## src/rtl/led_pattern_gen.sv

```systemverilog
// Programmable LED pattern generator: a prescaler divides clk into a step tick,
// and each tick advances an N-channel pattern in count, chase, bounce or blink mode.
module led_pattern_gen #(
    parameter int unsigned NUM_LEDS   = 4,
    parameter int unsigned DIV_W      = 24,
    parameter int unsigned RST_DIV_EN = 1
) (
    input  logic                clk,
    input  logic                rst,
    input  logic                en,
    input  logic [1:0]          mode,
    input  logic [DIV_W-1:0]    div,
    output logic [NUM_LEDS-1:0] led,
    output logic                tick,
    output logic                dir
);
    typedef enum logic [1:0] {
        M_COUNT  = 2'd0,
        M_CHASE  = 2'd1,
        M_BOUNCE = 2'd2,
        M_BLINK  = 2'd3
    } mode_e;

    localparam logic [NUM_LEDS-1:0] LED_ONE = NUM_LEDS'(1);
    localparam logic [DIV_W-1:0]    CNT_ONE = DIV_W'(1);

    mode_e               mode_sel;
    mode_e               mode_prev;
    logic [DIV_W-1:0]    cnt;
    logic [DIV_W-1:0]    cnt_n;
    logic [NUM_LEDS-1:0] led_n;
    logic                bdir;
    logic                bdir_n;
    logic                tick_n;
    logic                pre_en;
    logic                step;

    function automatic logic [NUM_LEDS-1:0] init_pattern(input mode_e m);
        return (m == M_CHASE || m == M_BOUNCE) ? LED_ONE : '0;
    endfunction

    assign mode_sel = mode_e'(mode);
    assign pre_en   = (RST_DIV_EN != 0) ? en : 1'b1;
    assign step     = pre_en && (cnt >= div);

    always_comb begin
        led_n  = led;
        bdir_n = bdir;
        cnt_n  = cnt;
        tick_n = 1'b0;
        if (mode_sel != mode_prev) begin
            // A mode switch reloads the pattern and restarts the period, outranking any due step
            led_n  = init_pattern(mode_sel);
            bdir_n = 1'b1;
            cnt_n  = '0;
        end else begin
            if (pre_en) begin
                cnt_n = step ? '0 : cnt + CNT_ONE;
            end
            if (step && en) begin
                tick_n = 1'b1;
                case (mode_prev)
                    M_COUNT: led_n = led + LED_ONE;
                    M_CHASE: led_n = (led << 1) | (led >> (NUM_LEDS - 1));
                    M_BOUNCE: begin
                        if (NUM_LEDS > 1) begin
                            if (bdir) begin
                                led_n = led << 1;
                                if (led_n[NUM_LEDS-1]) bdir_n = 1'b0;
                            end else begin
                                led_n = led >> 1;
                                if (led_n[0]) bdir_n = 1'b1;
                            end
                        end
                    end
                    M_BLINK: led_n = ~led;
                    default: led_n = led;
                endcase
            end
        end
    end

    // dir is the bounce direction qualified by mode, kept as its own register
    always_ff @(posedge clk) begin
        if (rst) begin
            cnt       <= '0;
            tick      <= 1'b0;
            bdir      <= 1'b1;
            led       <= init_pattern(mode_sel);
            mode_prev <= mode_sel;
            dir       <= (mode_sel == M_BOUNCE);
        end else begin
            cnt       <= cnt_n;
            tick      <= tick_n;
            bdir      <= bdir_n;
            led       <= led_n;
            mode_prev <= mode_sel;
            dir       <= bdir_n && (mode_sel == M_BOUNCE);
        end
    end
endmodule

```

## config.mk

```make
export PLATFORM = sky130hd
export DESIGN_NAME = led_pattern_gen
export DESIGN_NICKNAME = d
export VERILOG_FILES = /design/src/rtl/led_pattern_gen.sv
export SDC_FILE = /design/constraint.sdc
export NUM_CORES = 1
export LEC_CHECK = 0
export CELL_PAD_IN_SITES_DETAIL_PLACEMENT = 1
export CELL_PAD_IN_SITES_GLOBAL_PLACEMENT = 1
export CORE_ASPECT_RATIO = 1.4
export CORE_MARGIN = 3
export CORE_UTILIZATION = 40
export CTS_CLUSTER_DIAMETER = 50
export DETAILED_ROUTE_END_ITERATION = 8
export GPL_TIMING_DRIVEN = 1
export PLACE_DENSITY = 0.9
export SLEW_MARGIN = 30
export SYNTH_ARGS = -nofsm -noshare
export SYNTH_HDL_FRONTEND = slang
export SYNTH_SLANG_ARGS = --single-unit
```

## constraint.sdc

```tcl
create_clock -name clk -period 3.5 [get_ports clk]
set_clock_uncertainty 0.1 [all_clocks]
set_input_delay 1.05 -clock clk [delete_from_list [all_inputs] [get_ports clk]]
set_output_delay 1.05 -clock clk [all_outputs]
set_load 0.01 [all_outputs]
```

==> summary.txt, run 1 <==
pin count of the biggest net entering global routing = 14
Final ANT Viol Nets = 0
Crit. End Element = flip-flop
Via density = 5.71
final hold violation count = 0
R2R depth = 9
synth warn = 0
syn_area_per_cell = 8.13 um2
Tightest Pin Transition = 0.452 ns
Slew Limit Fails = 0
die area = 0.00685 mm2
worst hold-check path type = flip-flop to flip-flop
Gates resized, CTS repair = 0
P&R area growth vs syn = 24.6%
Post-DP HPWL = 5070 um
CTS Buf Count = 5
Final TNS setup = 0 ns
CP max FO = 4
DR iter-0 viols = 74
postcts setup bufs = 0
fin crit share = 92.6%
worst skew pair latency = 0.28 ns
Worst-path clk slew = 0.07 ns
fillers = 705
Peak VDD IR = 0.214 mV
core area = 0.00561 mm2
first-pass GRT wire length = 10900 um
kind of critical path = input port to flip-flop
initial antenna violation count = 0
Placed Area = 0.00282 mm2
Avg WL per Cell = 16.2 um
reg2reg end = led[0]$_DFFE_PP_
final setup fails = 0
R2R Path Start = cnt[0]$_SDFFE_PP0P_
site row count = 32
M1 WL = 2520 um
Yosys top cell area share = 24.7%
Power Density = 300 mW/mm2
IO Count = 35
CP arrival = 3.17 ns
CTS sink cnt = 33
Total Wirelength = 6510 um
hold buffer count at CTS = 0
placer congestion estimate = 0.813
Slew headroom = 69.7%
R2R Setup Slk = 0.99 ns
Mapped Nets = 345
GRT Overall Usage = 19.4%
layout cells sized above 1 = 9.88%
CP Launch Point = div[0]
Port-buffer cells = 34
met3 wire length = 227 um
Most used DFF post-synth = dfxtp_1
root buf cell = clkbuf_8
Post-Syn Instances = 289
RSZ-0062 raised after global routing = no
post-synth top area cell = dfxtp_1
sequential share of the synthesized area = 29.8%
Syn Std Cell Area = 0.00235 mm2
ys async rst share = 0%
Final Cell Area = 0.00293 mm2
drt pass-1 iters = 4
GRT overflow = 0
CP endpoint = led[0]$_DFFE_PP_
number of global-route vias before repair = 2422
most common cell after layout, fill and taps aside = clkdlybuf4s50_1
minimum clock period after layout = 3.24 ns
max_cap viols = 0
die width = 70.8 um
DR top layer = met4
number of flops mapped to enable cells by yosys = 4
Synth area leaders = dfxtp_1 25%, ha_1 14%, edfxtp_1 5.1%, xor2_1 4.8%, inv_1 4.8%
Yosys reg bits = 33
status = finished, final reports clean
Leak = 1.20 nW
final net count = 389
n_diodes = 0
CP Launch Type = input port
Fmax achieved = 0.308 GHz
Bufs on Longest Clock Path = 2
DRC viols = 0
via count = 2297
Cells on Worst Hold Path = 2
highest-count cells in the layout ignoring fill and taps = 34 x clkdlybuf4s50_1, 30 x inv_1, 29 x dfxtp_1, 27 x nand2_1, 27 x ha_1
CTS tree = yes
metal2 WL = 3570 um
Synth cell types = 43
Initial Util = 41.9%
Die Y = 96.7 um
WP data required = 3.43 ns
CTS H-tree lvls = 2
## where the power goes
| part | total (W) | internal [W] | leakage, nW | switching [W] |
|---|---|---|---|---|
| sequential | 0.000406 | 0.000392 | 0.280 | 0.0000143 |
| combinational | 0.000121 | 0.0000668 | 0.867 | 0.0000542 |
| clock | 0.000353 | 0.000210 | 0.0528 | 0.000142 |
## state kept, by name, indices dropped and copies added, names as in the netlist
name / count
led: 4
cnt: 24
bdir: 1
mode_prev: 2
dir: 1
tick: 1
## area by class of cell
class	instances	area, um2	area share, %
tap	68	85.1	2.90
sequential	33	701	23.9
clock buffer	6	72.6	2.48
inverter	30	113	3.84
multi-input combinational	217	1500	51.0
clock inverter	2	33.8	1.15
timing repair buffer	46	430	14.7
## kinds of logic after synthesis
| kind of cell | Yosys count | share of synthesized area, % |
|---|---|---|
| compound gates | 54 | 14.9 |
| simple gates | 116 | 26.8 |
| xor+xnor | 19 | 7.08 |
| mux | 1 | 0.479 |
| flops | 33 | 29.8 |
| fa+ha+maj | 27 | 14.4 |
| buf+inv | 39 | 6.60 |
## synthesized netlist by cell type, types with 2 or more instances
| cell type | n |
|---|---|
| nand3_1 | 11 |
| a21o_1 | 2 |
| xnor2_1 | 6 |
| buf_1 | 2 |
| a21oi_1 | 22 |
| a211o_1 | 4 |
| inv_1 | 30 |
| dfxtp_1 | 29 |
| nor4_1 | 2 |
| a211oi_1 | 5 |
| and2_1 | 2 |
| xor2_1 | 13 |
| nand2b_1 | 4 |
| nand2_1 | 27 |
| ha_1 | 27 |
| clkbuf_1 | 5 |
| nor3_2 | 11 |
| nor3_1 | 13 |
| nor2b_1 | 5 |
| nand4_1 | 11 |
| o211ai_1 | 4 |
| or3_1 | 4 |
| and3_1 | 4 |
| edfxtp_1 | 4 |
| o21ai_0 | 7 |
| nor2_1 | 18 |
## metrics by stage
stage	power (W)	hold WS, ns	utilization (%)	cells	worst slack (ns)
after floorplan	0.000469	0.376	-	289	0.552
after global placement	0.000531	0.391	50.4	394	0.0729
after detailed placement	0.000537	0.393	50.4	394	0.0197
after CTS	0.000888	0.404	52.3	402	0.264
after global routing	0.000923	0.448	52.3	402	0.176
final	0.000880	0.401	52.3	402	0.258
## critical path: stages
cell             delay [ns]
clkdlybuf4s50_1        0.40
ha_1                   0.29
nand2b_1               0.14
a211o_1                0.30
a211oi_1               0.28
buf_4                  0.17
o21a_2                 0.15
a21oi_4                0.06
or2_2                  0.33
## how the worst min path moves through the flow
stage,start,endpoint,slack (ns)
floorplan,cnt[0]$_SDFFE_PP0P_,cnt[0]$_SDFFE_PP0P_,0.38
CTS,cnt[0]$_SDFFE_PP0P_,cnt[0]$_SDFFE_PP0P_,0.40
global route,cnt[0]$_SDFFE_PP0P_,cnt[0]$_SDFFE_PP0P_,0.45
detailed placement,cnt[0]$_SDFFE_PP0P_,cnt[0]$_SDFFE_PP0P_,0.39
finish,cnt[0]$_SDFFE_PP0P_,cnt[0]$_SDFFE_PP0P_,0.40
global placement,cnt[0]$_SDFFE_PP0P_,cnt[0]$_SDFFE_PP0P_,0.39
## layer usage
| layer | vias up | global-route usage, % |
|---|---|---|
| met5 | - | 0 |
| met4 | 0 | 7.53 |
| met3 | 17 | 3.33 |
| met2 | 55 | 36.0 |
| met1 | 1120 | 21.4 |
| li1 | 1105 | - |
(Power assumes the default switching activity.)
==> run 2: changes to the inputs <==
Settings changed: CELL_PAD_IN_SITES_DETAIL_PLACEMENT 1 to unset, CELL_PAD_IN_SITES_GLOBAL_PLACEMENT 1 to unset, CORE_UTILIZATION 40 to 50, MAX_ROUTING_LAYER set to met4, PLACE_DENSITY 0.9 to 0.86.
==> summary.txt, run 2 (same netlist as run 1, synthesis figures left out) <==
Most flops, register = cnt
R2R Path Start = cnt[0]$_SDFFE_PP0P_
worst hold margin = 0.408 ns (+0.00715 ns)
sequential power share = 46.6% (+0.4 points)
status = finished, final reports clean
most common cell after layout, fill and taps aside = clkdlybuf4s50_1
Hold Path End = cnt[0]$_SDFFE_PP0P_
CTS H-tree lvls = 2 (unchanged)
Net Sw Frac = 23.5% (-0.45 points)
final net count = 386 (-0.77%)
Clock Power Share = 40.3% (+0.2 points)
postcts setup bufs = 0 (unchanged)
Total Wirelength = 5250 um (-19%)
Largest register FFs = 24 (unchanged)
Initial Util = 53.7% (+12 points)
Die Y = 87.1 um (-9.9%)
Via density = 5.55 (-2.8%)
reg2reg end = led[2]$_SDFFCE_PP0P_
final hold violation count = 0 (unchanged)
R2R Setup Slk = 1.16 ns (+0.17 ns)
kind of critical path = input port to flip-flop
CTS tree = yes
core area = 0.00438 mm2 (-22%)
initial antenna violation count = 0 (unchanged)
Slew headroom = 73.0% (+3.3 points)
Cells on Worst Hold Path = 2 (unchanged)
max_cap viols = 0 (unchanged)
number of global-route vias before repair = 2158 (-11%)
Crit. End Element = flip-flop
die width = 64.0 um (-9.7%)
DRC viols = 0 (unchanged)
CP arrival = 3.32 ns (+0.15 ns)
CTS Buf Count = 5 (unchanged)
Comb pwr share = 13.1% (-0.7 points)
Worst-path clk slew = 0.07 ns (about the same)
Avg WL per Cell = 13.4 um (-17%)
root buf cell = clkbuf_8
IO Count = 35 (unchanged)
GRT overflow = 0 (unchanged)
GRT Overall Usage = 21.5% (+2.0 points)
largest registers = cnt (24), led (4), mode_prev (2)
minimum clock period after layout = 3.18 ns (-0.0593 ns)
Final TNS setup = 0 ns (unchanged)
placer congestion estimate = 0.879 (+8.0%)
RSZ-0062 raised after global routing = no
Bufs on Longest Clock Path = 2 (unchanged)
Internal = 0.000666 W (-0.42%)
pin count of the biggest net entering global routing = 24 (+10)
Slew Limit Fails = 0 (unchanged)
worst skew pair latency = 0.29 ns (about the same)
hold buffer count at CTS = 0 (unchanged)
Post-DP HPWL = 4190 um (-17%)
Tightest Pin Transition = 0.394 ns (-0.0575 ns)
P&R area growth vs syn = 23.3%
Peak VDD IR = 0.189 mV (-12%)
Power Density = 301 mW/mm2 (+0.11%)
WP data required = 3.63 ns (+0.20 ns)
final worst slack = 0.318 ns (+0.0593 ns)
Fmax achieved = 0.314 GHz (+1.9%)
CP Launch Type = input port
highest-count cells in the layout ignoring fill and taps = 34 x clkdlybuf4s50_1, 30 x inv_1, 29 x dfxtp_1, 27 x nand2_1, 27 x ha_1
Leak = 1.19 nW (-1.1%)
DR iter-0 viols = 92 (+24%)
Gates resized, CTS repair = 0 (unchanged)
Final ANT Viol Nets = 0 (unchanged)
via count = 2171 (-5.5%)
CTS sink cnt = 33 (unchanged)
Post-Place Setup Slack = 0.00838 ns (-0.0113 ns)
die area = 0.00557 mm2 (-19%)
worst hold-check path type = flip-flop to flip-flop
n_diodes = 0 (unchanged)
CP max FO = 8 (+4)
site row count = 28 (-13%)
Hold Startpoint = cnt[0]$_SDFFE_PP0P_
R2R depth = 8 (-1)
fin crit share = 90.9% (-1.7 points)
Psw = 0.000205 W (-2.9%)
first-pass GRT wire length = 9230 um (-16%)
final setup fails = 0 (unchanged)
drt pass-1 iters = 4 (unchanged)
layout cells sized above 1 = 9.06% (-0.82 points)
Port-buffer cells = 34 (unchanged)
[run 2: cell count changes in the layout (fill, tap and decap cells not counted)]
cell	delta
buf_4	-3
[run 2: per-stage QoR]
step,power [W],instance area [um2],instances,utilization (%)
2_1_floorplan,0.000469,2350,289,-
3_3_place_gp,0.000525,2790,383,63.7
3_5_place_dp,0.000528,2790,383,63.7
4_1_cts,0.000875,2900,391,66.2
5_1_grt,0.000909,2900,391,66.2
6_report,0.000871,2900,391,66.2
[run 2: worst max-delay path, cell delays in order]
cell	delay [ns]
clkdlybuf4s50_1	0.45
inv_1	0.04
ha_1	0.30
nand4_1	0.20
nor4_1	0.33
o21ai_1	0.13
o21a_2	0.25
a21oi_4	0.16
buf_4	0.20
o221a_1	0.20
[run 2: cell type report]
| type | count | area, um2 |
|---|---|---|
| fillers | 366 | 1480 |
| multi-input cells | 217 | 1500 |
| well taps | 60 | 75.1 |
| repair buffers | 43 | 408 |
| clock inverters | 2 | 33.8 |
| flip-flops and latches | 33 | 701 |
| clock buffers | 6 | 72.6 |
| inverters | 30 | 113 |
[run 2: worst max-delay path by stage]
stage / cells after the start / slack, ns / end / startpoint
after detailed placement: 9 / 0.008 / led[1]$_SDFFCE_PP0P_ / div[21]
after CTS: 10 / 0.31 / dir$_DFF_P_ / div[21]
after floorplan: 7 / 0.55 / led[0]$_DFFE_PP_ / div[0]
after global routing: 10 / 0.13 / dir$_DFF_P_ / div[21]
after global placement: 9 / 0.06 / led[3]$_SDFFCE_PP0P_ / div[21]
final: 10 / 0.32 / dir$_DFF_P_ / div[21]
[run 2: power groups by stage]
stage / combinational, W / clock [W] / sequential, W
global placement: 0.000111 / 0 / 0.000414
finish: 0.000114 / 0.000351 / 0.000406
CTS: 0.000115 / 0.000355 / 0.000405
detailed placement: 0.000115 / 0 / 0.000414
global route: 0.000127 / 0.000375 / 0.000407
floorplan: 0.0000575 / 0 / 0.000411
[run 2: metal layers]
metal	routed length [um]	part of all wire (%)	vias to the layer above	GRT usage, %
li1	-	-	1101	-
met1	2080	40	1011	22.4
met2	2870	55	46	38.5
met3	186	3.5	13	4.01
met4	119	2.3	0	10.4
met5	0	0	-	-
==> run 3: changes to the inputs <==
Settings changed: ABC_AREA set to 1, PLACE_DENSITY 0.86 to 0.85.
==> summary.txt, run 3 <==
DR iter-0 viols = 109 (+18%)
CP max-delay cell = clkdlybuf4s50_1
Synth cell types = 33 (-23%)
Peak VDD IR = 0.242 mV (+28%)
Post-Syn Instances = 365 (+26%)
postcts setup bufs = 0 (unchanged)
worst hold-check path type = flip-flop to flip-flop
Slew headroom = 77.2% (+4.2 points)
largest registers = cnt (24), led (4), mode_prev (2)
die area = 0.00581 mm2 (+4.2%)
DRC viols = 0 (unchanged)
Tot Pwr = 0.000872 W (+0.12%)
register area = 701 um2 (unchanged)
Via density = 5.10 (-8.1%)
root buf cell = clkbuf_8
CP max FO = 19 (+11)
drt pass-1 iters = 5 (+1)
GRT Overall Usage = 20.7% (-0.82 points)
site row count = 29 (+3.6%)
Power Density = 292 mW/mm2 (-2.8%)
final net count = 462 (+20%)
Port-buffer cells = 34 (unchanged)
synth warn = 0 (unchanged)
final hold violation count = 0 (unchanged)
pin count of the biggest net entering global routing = 20 (-17%)
ys async rst share = 0% (unchanged)
max_cap viols = 0 (unchanged)
Gates resized, CTS repair = 0 (unchanged)
Bufs on Longest Clock Path = 2 (unchanged)
layout cells sized above 1 = 7.37% (-1.7 points)
Most used DFF post-synth = dfxtp_1
Fmax achieved = 0.329 GHz (+4.7%)
Syn Std Cell Area = 0.00246 mm2 (+4.6%)
minimum clock period after layout = 3.04 ns (-0.142 ns)
CTS H-tree lvls = 2 (unchanged)
CTS tree = yes
number of global-route vias before repair = 2279 (+5.6%)
Initial Util = 52.9% (-0.75 points)
Die Y = 89.0 um (+2.1%)
first-pass GRT wire length = 9140 um (-0.90%)
Final Cell Area = 0.00299 mm2 (+3.0%)
Crit. End Element = flip-flop
Crit path largest cell delay = 0.46 ns (about the same)
Avg WL per Cell = 11.5 um (-14%)
post-synth top area cell = dfxtp_1
RSZ-0062 raised after global routing = no
synth cell count leaders = 92 x nand2_1, 71 x inv_1, 42 x nor2_1
fin crit share = 86.9% (-4.1 points)
Placed Area = 0.00287 mm2 (+2.8%)
multi-input logic area = 0.00145 mm2 (-3.2%)
Final TNS setup = 0 ns (unchanged)
most common cell in the netlist = nand2_1
Largest register FFs = 24 (unchanged)
sequential share of the synthesized area = 28.5% (-1.3 points)
core area = 0.00464 mm2 (+6.1%)
CTS sink cnt = 33 (unchanged)
final setup fails = 0 (unchanged)
Mapped Nets = 421 (+22%)
n_diodes = 0 (unchanged)
worst skew pair latency = 0.29 ns (about the same)
kind of critical path = input port to flip-flop
CP Launch Type = input port
GRT overflow = 0 (unchanged)
critical-path cell list = clkdlybuf4s50_1, inv_1, ha_1, nand2_1, nor2_1, nand2_1, nor2_1, nand2_1, nor2_1, nand2_1, nand2_1, nand2_2, nand2_4, buf_4, nor2_1
Tightest Pin Transition = 0.341 ns (-0.0534 ns)
Total Wirelength = 5400 um (+2.9%)
P&R area growth vs syn = 21.4%
status = finished, final reports clean
Post-DP HPWL = 4340 um (+3.7%)
Most flops, register = cnt
initial antenna violation count = 0 (unchanged)
WP data required = 3.58 ns (-0.05 ns)
number of flops mapped to enable cells by yosys = 4 (unchanged)
syn_area_per_cell = 6.74 um2 (-17%)
via count = 2393 (+10%)
CP arrival = 3.12 ns (-0.20 ns)
Yosys reg bits = 33 (unchanged)
CTS Buf Count = 5 (unchanged)
placer congestion estimate = 0.883 (+0.47%)
highest-count cells in the layout ignoring fill and taps = 92 x nand2_1, 71 x inv_1, 42 x nor2_1, 34 x clkdlybuf4s50_1, 29 x dfxtp_1
IO Count = 35 (unchanged)
Worst-path clk slew = 0.07 ns (about the same)
Slew Limit Fails = 0 (unchanged)
most common cell after layout, fill and taps aside = nand2_1
hold buffer count at CTS = 0 (unchanged)
Final ANT Viol Nets = 0 (unchanged)
Yosys top cell area share = 23.6% (-1.1 points)
Leak = 1.44 nW (+22%)
CP most frequent cell = nand2_1
Synth area leaders = dfxtp_1 24%, nand2_1 14%, ha_1 14%, inv_1 11%, nor2_1 6.4%
die width = 65.3 um (+2.0%)
fillers = 427 (+17%)
[run 3: cell count changes after synthesis, sizes merged, moves of 6 or more]
cell	previous run	this run
inv	30	74
nand2	27	96
nand3	11	17
nor2	18	48
nor3	24	7
[run 3: cells by family after synthesis]
| family | Yosys count | synth area share [%] |
|---|---|---|
| DFF | 33 | 28.5 |
| AOI/OAI and AO/OA | 34 | 7.48 |
| and+or+nand+nor | 182 | 33.4 |
| adders and majority gates | 27 | 13.7 |
| buffers and inverters | 77 | 12.6 |
| xor gates and xnor gates | 12 | 4.27 |
[run 3: path summary, 6_finish.rpt]
| check | from | endpoint | slack (ns) | depth (start not counted) |
|---|---|---|---|---|
| worst min register to register | cnt[0]$_SDFFE_PP0P_ | cnt[0]$_SDFFE_PP0P_ | 0.41 | 2 |
| worst max register to register | cnt[6]$_SDFFE_PP0P_ | cnt[3]$_SDFFE_PP0P_ | 1.26 | 13 |
| worst max-delay path | div[19] | cnt[3]$_SDFFE_PP0P_ | 0.46 | 15 |
| worst min-delay path | cnt[0]$_SDFFE_PP0P_ | cnt[0]$_SDFFE_PP0P_ | 0.41 | 2 |
[run 3: layout make-up]
type	count	share of cell area (%)
well taps	62	2.60
clock buffers	7	2.89
repair buffers	37	12.2
flip-flops and latches	33	23.5
clock inverters	1	1.01
inverters	74	9.39
multi-input cells	255	48.5
[run 3: through the flow]
step / setup slack, ns / std cells / util (%) / hold WS, ns
final: 0.460 / 469 / 64.3 / 0.414
after detailed placement: 0.180 / 461 / 61.8 / 0.407
after floorplan: 0.823 / 365 / - / 0.378
after global placement: 0.232 / 461 / 61.8 / 0.395
after global routing: 0.261 / 469 / 64.3 / 0.443
after CTS: 0.458 / 469 / 64.3 / 0.416
[run 3: worst max-delay path: cells and delay by family]
kind | cells | cell delay, ns
AND/OR/NAND/NOR | 11 | 1.08
adder cells (fa/ha/maj) | 1 | 0.29
buffers and inverters | 3 | 0.68
[run 3: layer usage]
metal | part of all wire [%] | wire [um] | global-route usage, %
met5 | 0 | 0 | -
met1 | 38 | 2040 | 20.0
met2 | 55 | 2950 | 39.8
met3 | 4.2 | 226 | 3.40
met4 | 3.4 | 183 | 9.06
[run 3: power by group]
part / total, W / internal, W / switching [W]
Clock: 0.000366 / 0.000232 / 0.000134
Sequential: 0.000399 / 0.000391 / 0.00000865
Combinational: 0.000106 / 0.0000581 / 0.0000483
Total: 0.000872 / 0.000681 / 0.000191
